[src/rtl/audio_pkg.sv]
// Shared types and default constants for the game-audio playback path.
// Optional clip looping is enabled with AUDIO_PLAYBACK_LOOP_EN.
package audio_pkg;

  typedef enum logic [1:0] {
    ST_IDLE,
    ST_PLAY,
    ST_PAUSE
  } audio_state_e;

  localparam int AUDIO_CLK_HZ    = 100_000_000;
  localparam int AUDIO_SAMPLE_HZ = 44_100;
  localparam int AUDIO_CLIP_LEN  = 176_400;
  localparam int AUDIO_SAMPLE_W  = 16;
  localparam int AUDIO_ADDR_W    = 18;
  localparam int AUDIO_ACC_W     = 28;

endpackage

[src/rtl/sample_tick_gen.sv]
// Phase-accumulator sample tick: exact average rate SAMPLE_HZ from CLK_HZ.
// Free-running; only rst disturbs the cadence.
module sample_tick_gen
  import audio_pkg::*;
#(
  parameter int CLK_HZ    = AUDIO_CLK_HZ,
  parameter int SAMPLE_HZ = AUDIO_SAMPLE_HZ,
  parameter int ACC_W     = AUDIO_ACC_W
) (
  input  logic clk,
  input  logic rst,
  output logic tick
);

  localparam logic [ACC_W-1:0] INC = ACC_W'(SAMPLE_HZ);
  localparam logic [ACC_W-1:0] MOD = ACC_W'(CLK_HZ);

  logic [ACC_W-1:0] acc_q, acc_d, sum;

  always_comb begin
    sum   = acc_q + INC;
    tick  = (sum >= MOD);
    acc_d = tick ? (sum - MOD) : sum;
  end

  always_ff @(posedge clk) begin
    if (rst) acc_q <= '0;
    else     acc_q <= acc_d;
  end

endmodule

[src/rtl/audio_playback_ctrl.sv]
// Sample-ROM playback sequencer: tick-paced fetch, registered sample + strobe.
// Define AUDIO_PLAYBACK_LOOP_EN to add the loop input (wrap instead of stop).
module audio_playback_ctrl
  import audio_pkg::*;
#(
  parameter int CLK_HZ    = AUDIO_CLK_HZ,
  parameter int SAMPLE_HZ = AUDIO_SAMPLE_HZ,
  parameter int CLIP_LEN  = AUDIO_CLIP_LEN,
  parameter int ADDR_W    = AUDIO_ADDR_W,
  parameter int ACC_W     = AUDIO_ACC_W
) (
  input  logic                      clk,
  input  logic                      rst,
  input  logic                      start,
  input  logic                      pause,
  input  logic                      stop,
`ifdef AUDIO_PLAYBACK_LOOP_EN
  input  logic                      loop,
`endif
  output logic [ADDR_W-1:0]         rom_addr,
  input  logic [AUDIO_SAMPLE_W-1:0] rom_data,
  output logic [AUDIO_SAMPLE_W-1:0] sample_out,
  output logic                      sample_valid,
  output logic                      busy,
  output logic                      paused,
  output logic                      done,
  output logic [ADDR_W-1:0]         position
);

  localparam logic [ADDR_W-1:0] LAST = ADDR_W'(CLIP_LEN - 1);

  audio_state_e state_q, state_d;
  logic [ADDR_W-1:0] ptr_q, ptr_d;
  logic [AUDIO_SAMPLE_W-1:0] sample_q, sample_d;
  logic valid_q, valid_d;
  logic done_q, done_d;
  logic pend_q, pend_d;
  logic tick;
  logic loop_en;

`ifdef AUDIO_PLAYBACK_LOOP_EN
  assign loop_en = loop;
`else
  assign loop_en = 1'b0;
`endif

  sample_tick_gen #(
    .CLK_HZ   (CLK_HZ),
    .SAMPLE_HZ(SAMPLE_HZ),
    .ACC_W    (ACC_W)
  ) u_tick (
    .clk (clk),
    .rst (rst),
    .tick(tick)
  );

  always_comb begin
    state_d  = state_q;
    ptr_d    = ptr_q;
    sample_d = sample_q;
    valid_d  = 1'b0;
    done_d   = 1'b0;
    pend_d   = 1'b0;
    // A launched fetch always lands, even if pause arrived meanwhile
    if (pend_q) begin
      sample_d = rom_data;
      valid_d  = 1'b1;
      if (ptr_q == LAST) begin
        ptr_d  = '0;
        done_d = 1'b1;
        if (!loop_en) state_d = ST_IDLE;
      end else begin
        ptr_d = ptr_q + ADDR_W'(1);
      end
    end
    if (tick && state_q == ST_PLAY) pend_d = 1'b1;
    if (stop) begin
      state_d  = ST_IDLE;
      ptr_d    = '0;
      sample_d = '0;
      pend_d   = 1'b0;
      valid_d  = 1'b0;
      done_d   = 1'b0;
    end else if (start) begin
      state_d = ST_PLAY;
      if (state_q == ST_IDLE) begin
        ptr_d    = '0;
        sample_d = '0;
      end
    end else if (pause && state_d == ST_PLAY) begin
      state_d = ST_PAUSE;
    end
  end

  always_ff @(posedge clk) begin
    if (rst) begin
      state_q  <= ST_IDLE;
      ptr_q    <= '0;
      sample_q <= '0;
      valid_q  <= 1'b0;
      done_q   <= 1'b0;
      pend_q   <= 1'b0;
    end else begin
      state_q  <= state_d;
      ptr_q    <= ptr_d;
      sample_q <= sample_d;
      valid_q  <= valid_d;
      done_q   <= done_d;
      pend_q   <= pend_d;
    end
  end

  assign rom_addr     = ptr_q;
  assign position     = ptr_q;
  assign sample_out   = sample_q;
  assign sample_valid = valid_q;
  assign done         = done_q;
  assign busy         = (state_q != ST_IDLE);
  assign paused       = (state_q == ST_PAUSE);

endmodule
[config.mk]
export PLATFORM = sky130hd
export DESIGN_NAME = audio_playback_ctrl
export DESIGN_NICKNAME = d
export VERILOG_FILES = /design/src/rtl/audio_pkg.sv /design/src/rtl/sample_tick_gen.sv /design/src/rtl/audio_playback_ctrl.sv
export SDC_FILE = /design/constraint.sdc
export NUM_CORES = 1
export LEC_CHECK = 0
export BUFFER_PORTS_ARGS = -buffer_cell sky130_fd_sc_hd__buf_4
export CORE_ASPECT_RATIO = 1.2
export CORE_MARGIN = 1.5
export CORE_UTILIZATION = 35
export DETAILED_ROUTE_END_ITERATION = 7
export GPL_ROUTABILITY_DRIVEN = 1
export PLACE_DENSITY = 0.61
export RECOVER_POWER = 50
export SLEW_MARGIN = 30
export SYNTH_ARGS = -nofsm -noshare
export SYNTH_HDL_FRONTEND = slang
export SYNTH_SLANG_ARGS = --single-unit
[constraint.sdc]
create_clock -name clk -period 5.94 [get_ports clk]
set_clock_uncertainty 0.05 [all_clocks]
set_input_delay 1.188 -clock clk [delete_from_list [all_inputs] [get_ports clk]]
set_output_delay 1.188 -clock clk [all_outputs]
set_load 0.02 [all_outputs]
==> impl_metrics.ini, run 1 <==
[timing]
fmax_mhz = 287
min_period_ps = 3480
slew_viol_final = 0
timing.final.crit_share_pct = 58.6
tns_ps = 0
slew-limit-headroom_pct = 12.1
setup_viol = 0
finalHoldViolCount = 0
rsz0062_at_grt = false
fin_worst_hold_slack_ps = 443
tightest_slew_ps = 1320

[routing]
vias = 3186
avgViaCountPerCell = 5.11
dr.pass1.iters = 4
first_iter_violations = 172
wl_per_cell_um = 14.2
ant_nets = 0
drc_errors = 0
wl_um = 8830

[layout]
fill_cells = 1075
area_delta_synth_final_pct = 18.2
final_cell_mix = nor2_1, dfxtp_1, buf_4, clkbuf_1, nand3_1
diodes = 0
multiInputGateArea_mm2 = 0.00215
nets = 516
seq_area_mm2 = 0.00130
drive_above_1_share_pct = 15.2
final_common_cell = nor2_1
fin_cells = 624

[power]
power_leakage_nw = 1.54
p_per_area_mw_per_mm2 = 275
ir_drop_v = 0.000177

[hold_path]
min_path_type = reg2reg

[logic_synthesis]
synth_seq_cells = 65
ys_warn_count = 0
synth.avg_cell_area_um2 = 8.48
yosysTopAreaCell = dfxtp_1
synthFlopType = dfxtp_1
synthCells = 439
netlist_area_mm2 = 0.00372
synth.area.top_cells = dfxtp_1, nor2_1, xor2_1
synth-edff-count = 0
async_flop_share_pct = 0
synth_nets = 465
ys_seq_area_share_pct = 35.0
synth_top_area_share_pct = 35.0
synth.distinct_cells = 66

[floorplan]
start_util_pct = 35.7
rows = 41
core_mm2 = 0.0104
die_x_um = 97.1
ios = 77
die_h_um = 116
die-area_mm2 = 0.0113

[worst_setup_path]
crit_type = in2reg
critPathArrivalTime_ps = 3630
critical_path.endpoint_type = register
crit_required_ps = 6090
startpoint_type = input pin
crit_fanout = 27

[clocking]
cts_resized = 0
cts_inserted_buffers = 9
cts-root-buf = clkbuf_16
cts.clk_slew.worst_paths_ps = 60
htree_num_levels = 3
cts.path.max_buffers = 2
cts_sinks = 65
insertion_delay_ps = 340
cts_tree = built
cts_setup_buffers = 0
cts_hold_buf = 0

[place]
finalWeightedCongestion = 0.921
dp.cells = 608
dp_hpwl_um = 6430
port_buffers = 76

[grt]
grt_pass1_vias = 2956
antenna_found_initial = 0
track_usage_pct = 15.6
grt_max_degree = 28
grt_pass1_wl_um = 14200
overflow = 0

[run_status]
status = finished, final reports clean

[flow_run]
maxCapViolations = 0
## area by class of cell
cell class	count	area share [%]
well taps	129	3.67
flip-flops and latches	65	29.6
repair buffers	77	10.1
inverters	11	0.938
multi-input cells	326	48.9
clock inverters	7	1.76
clock buffers	9	5.12
## per-stage QoR
stage	utilization [%]	setup slack, ps	cell area, um^2	power (mW)
4_1_cts	43.6	2530	4540	1.21
6_report	42.3	2460	4400	1.21
2_1_floorplan	-	2900	3720	0.633
3_3_place_gp	40.6	2630	4230	0.673
5_1_grt	42.3	2180	4400	1.26
3_5_place_dp	40.6	2560	4230	0.677
## routing by layer
layer	part of all wire [%]	GRT usage [%]	vias up
met5	0	0	-
met4	1.8	6.09	0
met3	3.1	4.22	10
met2	51	27.2	49
met1	44	18.3	1501
li1	-	-	1626
## worst max-delay path, stage by stage
cell and delay (ps):
clkbuf_1 940, or2_2 340, a21o_1 440, nand2b_1 600, nor2_1 120
## flip-flops by register name (all words and copies together) (netlist names)
| signal | count |
|---|---|
| done | 1 |
| pend_q | 1 |
| position | 18 |
| sample_out | 16 |
| sample_valid | 1 |
| state_q | 2 |
| u_tick.acc_q | 26 |
## power breakdown
part           leakage [nW]  internal, mW  switching, mW
registers             0.527         0.453         0.0390
logic                 0.865        0.0748          0.103
clock network         0.146         0.328          0.210
## cell usage after synthesis (9+ instances only)
cell      number
a21oi_1       21
buf_4         18
clkbuf_1       9
dfxtp_1       65
inv_1         11
mux2i_1       19
nand2_1       27
nand3_1       28
nand4_1       10
nor2_1        66
nor3_1         9
xnor2_1       23
xor2_1        25
## final timing paths
kind                    from          endpoint  slack [ps]  cells past startpoint
max                      rst       position[1]        2460                      5
min reg2reg   sample_out[12]    sample_out[12]         440                      2
max reg2reg  u_tick.acc_q[2]  u_tick.acc_q[21]        2500                     10
min           sample_out[12]    sample_out[12]         440                      2
## logic make-up after synthesis
logic type / synth area share [%]
flops: 35.0
simple gates: 24.5
compound gates: 14.9
buf+inv: 7.26
xor+xnor: 11.3
fa+ha+maj: 1.68
mux: 5.41
(Power assumes the default switching activity.)
==> inputs of run 2 (changes only) <==
- ABC_AREA: default -> 1
- PLACE_DENSITY: 0.61 -> 0.6
- clock period: 5.94 -> 3.45 ns (I/O delays scaled with it)
==> run 2 against run 1 <==
Die area rose by 15%. Sequential cell count did not move. Utilization fell by 0.36 points. Combinational power rose by 33%. Sequential power rose by 62%. Final cell count rose by 50%. Design area rose by 14%. Count of clock-buffer cells in the layout rose by 1. Clock power rose by 64%. Non-clock buffer count rose by 3. Critical path depth rose by 12.
==> impl_metrics.ini, run 2 <==
[floorplan]
core_mm2 = 0.0120
start_util_pct = 35.7
die_h_um = 124
rows = 44
ios = 77
die-area_mm2 = 0.0129
die_x_um = 104

[routing]
drc_errors = 0
wl_um = 11600
wl_per_cell_um = 12.4
first_iter_violations = 222
dr.pass1.iters = 4
ant_nets = 0
vias = 4531
avgViaCountPerCell = 4.84

[timing]
rsz0062_at_grt = false
finalHoldViolCount = 0
min_period_ps = 2990
slew-limit-headroom_pct = 42.7
slew_viol_final = 0
tns_ps = 0
setup_viol = 0
tightest_slew_ps = 860
fmax_mhz = 335
timing.final.crit_share_pct = 86.6

[layout]
fin_cells = 937
area_delta_synth_final_pct = 17.3
nets = 799
diodes = 0
fill_cells = 1327
largest_reg_flops = 26
final_common_cell = nand2_1
fin_util_pct = 41.9
final_cell_mix = nand2_1, nor2_1, nand3_1, inv_1, dfxtp_1
drive_above_1_share_pct = 12.4
max_flop_register = u_tick.acc_q

[logic_synthesis]
async_flop_share_pct = 0
ys_seq_area_share_pct = 30.3
synth.area.top_cells = dfxtp_1, nand2_1, nand3_1
synth_common_cells = nand2_1, nor2_1, nand3_1
netlist_area_mm2 = 0.00429
synth_seq_cells = 65
synth.avg_cell_area_um2 = 6.01
synth-edff-count = 0
ys_warn_count = 0
synthFlopType = dfxtp_1
synthMostInstantiatedCell = nand2_1
synthCells = 713
synth.distinct_cells = 35
synth_nets = 739
synth_top_area_share_pct = 30.3
yosysTopAreaCell = dfxtp_1

[worst_setup_path]
startpoint_type = register
timing.rr.start = u_tick.acc_q[2]
rr_worst_depth = 17
critical_path.endpoint_type = register
rr_endpoint = u_tick.acc_q[19]
crit_required_ps = 3620
crit_fanout = 37
ff2ff_setup_slack_ps = 460
crit_type = reg2reg
critPathArrivalTime_ps = 3160

[grt]
grt_max_degree = 38
antenna_found_initial = 0
overflow = 0
grt_pass1_wl_um = 19200
track_usage_pct = 18.3
grt_pass1_vias = 4258

[place]
port_buffers = 76
finalWeightedCongestion = 0.899
dp.cells = 923
dp_hpwl_um = 9100

[clocking]
insertion_delay_ps = 330
cts_hold_buf = 0
cts_setup_buffers = 0
cts_resized = 0
cts_tree = built
cts_sinks = 65
cts_inserted_buffers = 9
cts.clk_slew.worst_paths_ps = 50
htree_num_levels = 3
cts.path.max_buffers = 2
cts-root-buf = clkbuf_16

[power]
ir_drop_v = 0.000247
p_per_area_mw_per_mm2 = 380
power_leakage_nw = 2.19

[hold_path]
holdPathEnd = sample_out[8]
holdCritStartpoint = sample_out[8]
holdPathStages = 2
min_path_type = reg2reg

[flow_run]
maxCapViolations = 0

[run_status]
status = finished, final reports clean
==> run 2: changes by cell type after synthesis, moves of 7 or more <==
| cell | before | now |
|---|---|---|
| a21o_1 | 8 | 0 |
| a21oi_1 | 21 | 48 |
| and3_1 | 8 | 1 |
| inv_1 | 11 | 69 |
| inv_2 | 0 | 9 |
| mux2i_1 | 19 | 0 |
| nand2_1 | 27 | 224 |
| nand2_2 | 0 | 11 |
| nand3_1 | 28 | 80 |
| nor2_1 | 66 | 99 |
| nor2_2 | 0 | 7 |
| xnor2_1 | 23 | 1 |
| xor2_1 | 25 | 9 |
==> run 2: where the power goes <==
part / internal [mW] / switching, mW
Clock: 0.566 / 0.315
Combinational: 0.0788 / 0.157
Sequential: 0.769 / 0.0264
==> run 2: worst max-delay path by stage <==
stage	from	to	slack, ps	cells past startpoint
finish	u_tick.acc_q[2]	u_tick.acc_q[19]	460	17
global route	u_tick.acc_q[2]	u_tick.acc_q[13]	90	17
CTS	u_tick.acc_q[2]	u_tick.acc_q[13]	450	17
detailed placement	u_tick.acc_q[2]	u_tick.acc_q[13]	480	17
global placement	u_tick.acc_q[2]	u_tick.acc_q[20]	600	17
floorplan	u_tick.acc_q[2]	u_tick.acc_q[13]	990	18
==> run 2: cells by family (layout without fill, tap and decap cells) <==
logic type	after synthesis	after routing	synth area share, %
compound gates	64	64	7.91
xor+xnor	10	10	2.04
fa+ha+maj	5	5	1.46
buf+inv	112	175	12.0
flops	65	65	30.3
simple gates	457	457	46.3
==> run 2: stage by stage <==
stage | hold slack (ps) | instance area, um^2 | total power [mW] | setup WS (ps)
final | 410 | 5030 | 1.91 | 462
after global routing | 436 | 5030 | 2.00 | 85.7
after CTS | 416 | 5160 | 1.93 | 448
after detailed placement | 406 | 4880 | 1.05 | 476
after global placement | 398 | 4880 | 1.04 | 604
after floorplan | 384 | 4290 | 0.977 | 988
==> run 2: final cells by class <==
type | count | area (um^2) | area share, %
clock inverter | 4 | 45.0 | 0.896
inverter | 81 | 304 | 6.05
timing repair buffer | 80 | 465 | 9.26
clock buffer | 10 | 239 | 4.75
tap | 161 | 201 | 4.01
multi-input combinational | 536 | 2470 | 49.2
sequential | 65 | 1300 | 25.9
==> run 2: layer usage <==
metal / routed length [um] / global-route usage [%]
met5: 0 / 0
met4: 342 / 8.25
met3: 662 / 4.55
met2: 5470 / 31.4
met1: 5130 / 21.4
==> run 2: worst max-delay path: stages (launching register included) <==
cell,delay [ps]
dfxtp_1,380
ha_1,200
nand3_1,110
nand2_1,130
nand2_1,80
xnor2_1,350
ha_1,220
nand2_1,50
nor2_1,100
nand3_1,80
nor2_1,180
nand3_1,100
nor2_1,130
nand2_2,110
nand3_4,340
nand3_1,130
nand2_1,90
nor2_1,50
